<file path="config.mk">
export PLATFORM = sky130hd
export DESIGN_NAME = instr_fetch_unit
export DESIGN_NICKNAME = d
export VERILOG_FILES = /design/src/rtl/instr_fetch_unit.sv
export SDC_FILE = /design/constraint.sdc
export NUM_CORES = 1
export LEC_CHECK = 0
export ABC_AREA = 1
export BUFFER_PORTS_ARGS = -buffer_cell sky130_fd_sc_hd__buf_2
export CORE_MARGIN = 1
export CORE_UTILIZATION = 40
export DETAILED_ROUTE_END_ITERATION = 10
export PLACE_DENSITY = 0.58
export RECOVER_POWER = 25
export SYNTH_ARGS = -nofsm -noshare
export SYNTH_HDL_FRONTEND = slang
export SYNTH_SLANG_ARGS = --single-unit
</file>
<file path="constraint.sdc">
create_clock -name clk -period 2.8 [get_ports clk]
set_clock_uncertainty 0.15 [all_clocks]
set_input_delay 0.56 -clock clk [delete_from_list [all_inputs] [get_ports clk]]
set_output_delay 0.56 -clock clk [all_outputs]
set_load 0.03 [all_outputs]
</file>
<file path="src/rtl/instr_fetch_unit.sv">
// instr_fetch_unit: single-outstanding fetch stage with 2-entry decode buffer; FETCH_PERF_CNT_EN adds fetch/flush counters
module instr_fetch_unit #(
  parameter int ADDR_W = 32,
  parameter int DATA_W = 32,
  parameter int TIMEOUT_CYCLES = 255
) (
  input  logic              clk,
  input  logic              rst,
  input  logic [ADDR_W-1:0] pc_in,
  input  logic              pc_valid,
  output logic              pc_ready,
  input  logic              flush,
  output logic              imem_req,
  output logic [ADDR_W-1:0] imem_addr,
  input  logic              imem_gnt,
  input  logic              imem_rvalid,
  input  logic [DATA_W-1:0] imem_rdata,
  output logic              instr_valid,
  input  logic              instr_ready,
  output logic [DATA_W-1:0] instr_out,
  output logic [ADDR_W-1:0] pc_out,
  output logic [1:0]        fault
`ifdef FETCH_PERF_CNT_EN
  ,
  output logic [31:0]       fetch_count,
  output logic [15:0]       flush_count
`endif
);
  typedef enum logic [1:0] {IDLE, REQ, WAIT} state_t;
  localparam logic [7:0] TO = 8'(TIMEOUT_CYCLES);
  state_t state, state_n;
  logic [ADDR_W-1:0] addr;
  logic [7:0] cnt;
  logic drop, head, hs, pop, push, done, aligned;
  logic [1:0] count, push_flt;
  logic [DATA_W-1:0] push_ins;
  logic [ADDR_W-1:0] push_pc;
  logic [DATA_W-1:0] ins_q [2];
  logic [ADDR_W-1:0] pc_q [2];
  logic [1:0] flt_q [2];
  assign aligned = pc_in[1:0] == 2'b00;
  assign pc_ready = !rst && state == IDLE && count != 2'd2 && !flush && !drop;
  assign hs = pc_valid && pc_ready;
  assign instr_valid = count != 2'd0;
  assign pop = instr_valid && instr_ready;
  assign done = state == WAIT && (imem_rvalid || 8'(cnt + 8'd1) == TO);
  assign imem_req = state == REQ;
  assign imem_addr = addr;
  assign instr_out = ins_q[head];
  assign pc_out = pc_q[head];
  assign fault = flt_q[head];
  always_comb begin
    state_n = state == IDLE ? (hs && aligned ? REQ : IDLE)
            : state == REQ  ? (imem_gnt ? WAIT : REQ)
            : (done ? IDLE : WAIT);
    push = (hs && !aligned) || (done && !drop && !flush);
    push_ins = done && imem_rvalid ? imem_rdata : '0;
    push_pc = done ? addr : pc_in;
    push_flt = !done ? 2'b01 : imem_rvalid ? 2'b00 : 2'b10;
  end
  always_ff @(posedge clk) begin
    if (rst) begin
      state <= IDLE;
      addr <= '0;
      cnt <= '0;
      drop <= 1'b0;
      count <= '0;
      head <= 1'b0;
      ins_q <= '{'0, '0};
      pc_q <= '{'0, '0};
      flt_q <= '{'0, '0};
    end else begin
      state <= state_n;
      if (hs && aligned) addr <= pc_in;
      cnt <= state == WAIT ? 8'(cnt + 8'd1) : 8'd0;
      drop <= done ? 1'b0 : (flush && state != IDLE) ? 1'b1 : drop;
      count <= flush ? 2'd0 : 2'(count + {1'b0, push} - {1'b0, pop});
      head <= head ^ (pop && !flush);
      // a push never meets a full buffer, so the tail slot is head offset by count
      if (push) begin
        ins_q[head ^ count[0]] <= push_ins;
        pc_q[head ^ count[0]] <= push_pc;
        flt_q[head ^ count[0]] <= push_flt;
      end
    end
  end
`ifdef FETCH_PERF_CNT_EN
  always_ff @(posedge clk) begin
    if (rst) begin
      fetch_count <= '0;
      flush_count <= '0;
    end else begin
      fetch_count <= fetch_count + 32'(pop);
      flush_count <= flush_count + 16'(flush);
    end
  end
`endif
endmodule

</file>
==> flow_summary_export.csv <==
group,metric,value,unit
clock_network,cts_tree,"built",
synthesis,ys_async_sr_fraction,0,
drt,route.top_layer_used,"met5",
drt,post_drt_wl_per_cell,13.4,um
place,placedCellCount,1727,
critical_path,worstRegToRegCells,13,
drt,vias,8566,
cells_and_area,antenna_cells,0,
worst_hold_path,hold_path.class,"input pin to flip-flop",
synthesis,ys.warnings.count,0,
run_status,outcome,"completed",
sta,timing.fmax,394,MHz
synthesis,synth_seq_cells,178,
grt,track_usage,0.210,
place,dp_slack,0.409,ns
floorplanning,chipWidth,150,um
sta,setup_viol,0,
floorplanning,io_pins,172,
critical_path,critPathArrivalTime,1.83,ns
cells_and_area,fin_util,0.481,
sta,tns,0,ns
job,drv_cap,0,
clock_network,cts_hold_buf,0,
synthesis,synth_area,8790,sq um
critical_path,critical_path_class,"flip-flop to output port",
pwr,power_density,566,nW/um^2
synthesis,synth-main-ff-cell,"dfxtp_1",
cells_and_area,fin_cells,1758,
clock_network,root_buffer,"clkbuf_16",
place,portBuffers,171,
drt,drt-initial-drc-count,500,
synthesis,syn_inst,1365,
pwr,vdd_drop_max,0.358,mV
cells_and_area,nNetsFinal,1546,
critical_path,endpoint_kind,"output port",
floorplanning,die-area,22600,sq um
clock_network,cts_resized,0,
synthesis,syn_nets,1440,
clock_network,h-tree-depth,4,
critical_path,crit_required,2.09,ns
sta,period_share,0.907,
grt,grt_pass1_wl,38000,um
drt,drt-pass1-iter-count,5,
pwr,total_power,5.79,mW
pwr,power_leakage,4.71,nW
sta,rsz0062_at_grt,"false",
clock_network,cts.sinks,178,
floorplanning,num_rows,53,
drt,wirelength,23600,um
synthesis,ys_seq_area_frac,0.406,
place,gp_congestion,0.751,
clock_network,cts_setup_buffers,0,
drt,wl_met2,10000,um
grt,antenna_found_initial,1,
drt,drc,0,
clock_network,cts.clk_slew.worst_paths,0.06,ns
sta,layout_setup_ws,0.259,ns
clock_network,numCtsBuffers,17,
sta,finalHoldViolCount,0,
sta,tightestPinTransition,1.49,ns
drt,antenna_left,0,
synthesis,synth_edf_count,0,
floorplanning,core_area,21300,sq um
cells_and_area,fin_area,10200,sq um
cells_and_area,syn2layout_area_growth,16.5,%
grt,overflow,0,
sta,period_needed,2.54,ns
floorplanning,start_util,0.413,
synthesis,yosysUniqueCellTypes,28,
clock_network,clk_latency,0.43,ns
grt,grt_pass1_vias,7348,
worst_hold_path,min_path_cells,4,
sta,hold_slack,0.266,ns
drt,met1_length,12100,um
cells_and_area,drive_gt1_frac,0.136,
critical_path,critPathMaxFanout,18,
place,placed_area,9710,sq um
sta,relSlewSlack,0.00755,
drt,wl_met3,1240,um
clock_network,clockBufferDepth,2,
synthesis,avgSynthCellArea,6.44,sq um
critical_path,start_kind,"flip-flop",
drt,drt-vias-per-instance,4.87,
grt,grt_max_degree,135,
sta,drv_slew,0,
place,hpwl,14600,um
floorplanning,die_h,150,um
[cells in the final DEF, fill, tap and decap left out, drive strengths merged]
master	netlist	layout
nand2	452	452
nand4	2	2
a21oi	167	167
xnor2	2	2
nand3	171	171
o21bai	1	1
buf	40	159
ha	4	4
bufinv	0	3
o211ai	1	1
o21ai	32	32
nor4	1	1
clkbuf	68	58
dfxtp	178	178
nor3	2	2
nor2	153	153
inv	85	85
clkinv	1	4
clkinvlp	0	3
or2	2	2
o21a	1	1
xor2	2	2
[cell families after synthesis]
kind of cell / share of synthesized area
simple gates: 0.364
compound gates: 0.116
fa+ha+maj: 0.00570
buf+inv: 0.104
xor+xnor: 0.00484
flops: 0.406
[worst paths after layout]
kind	slack, ns	start	to
max	0.26	head	instr_out[18]
min	0.27	imem_gnt	state[0]
max reg2reg	0.35	cnt[1]	ins_q[38]
min reg2reg	0.32	imem_addr[18]	imem_addr[18]
[sequential cells by signal (all words and copies together), names as in the netlist]
register,cells
cnt,8
flt_q,4
ins_q,64
state,2
head,1
drop,1
pc_q,64
imem_addr,32
count,2
[synth_stat cells (2+ instances only)]
library cell	number	area, sq um
a21oi_1	167	836
buf_1	7	26.3
buf_2	4	20.0
buf_4	10	75.1
buf_6	19	214
clkbuf_1	68	255
dfxtp_1	178	3560
ha_1	4	50.1
inv_1	85	319
nand2_1	449	1690
nand2_4	2	22.5
nand3_1	169	846
nand3_2	2	20.0
nand4_1	2	12.5
nor2_1	152	571
nor3_1	2	10.0
o21ai_0	32	160
or2_2	2	12.5
xnor2_1	2	17.5
[routing by layer]
layer	vias to the layer above	track usage
li1	4530	-
met2	211	0.301
met5	-	0
met1	3807	0.316
met3	16	0.0409
met4	2	0.0581
[report_power, final]
group / total, mW / internal, mW / switching (mW) / leakage (nW)
Sequential: 2.64 / 2.60 / 0.0345 / 1.44
Combinational: 0.723 / 0.230 / 0.493 / 2.99
Clock: 2.43 / 1.42 / 1.01 / 0.280
Total: 5.79 / 4.26 / 1.53 / 4.71
[worst max-delay path, stage by stage (launching register included)]
cell and delay, ns:
dfxtp_2 0.35, inv_2 0.34, buf_4 0.33, nand2_1 0.08
nand2_1 0.10, buf_2 0.20
[cell type report]
class / instances / area (sq um)
clock buffer: 22 / 454
clock inverter: 9 / 133
fill: 2302 / 11100
inverter: 86 / 327
multi-input combinational: 993 / 4330
sequential: 178 / 3560
tap: 275 / 344
timing repair buffer: 195 / 1080
Note: power is estimated with default switching activity, not from simulation.
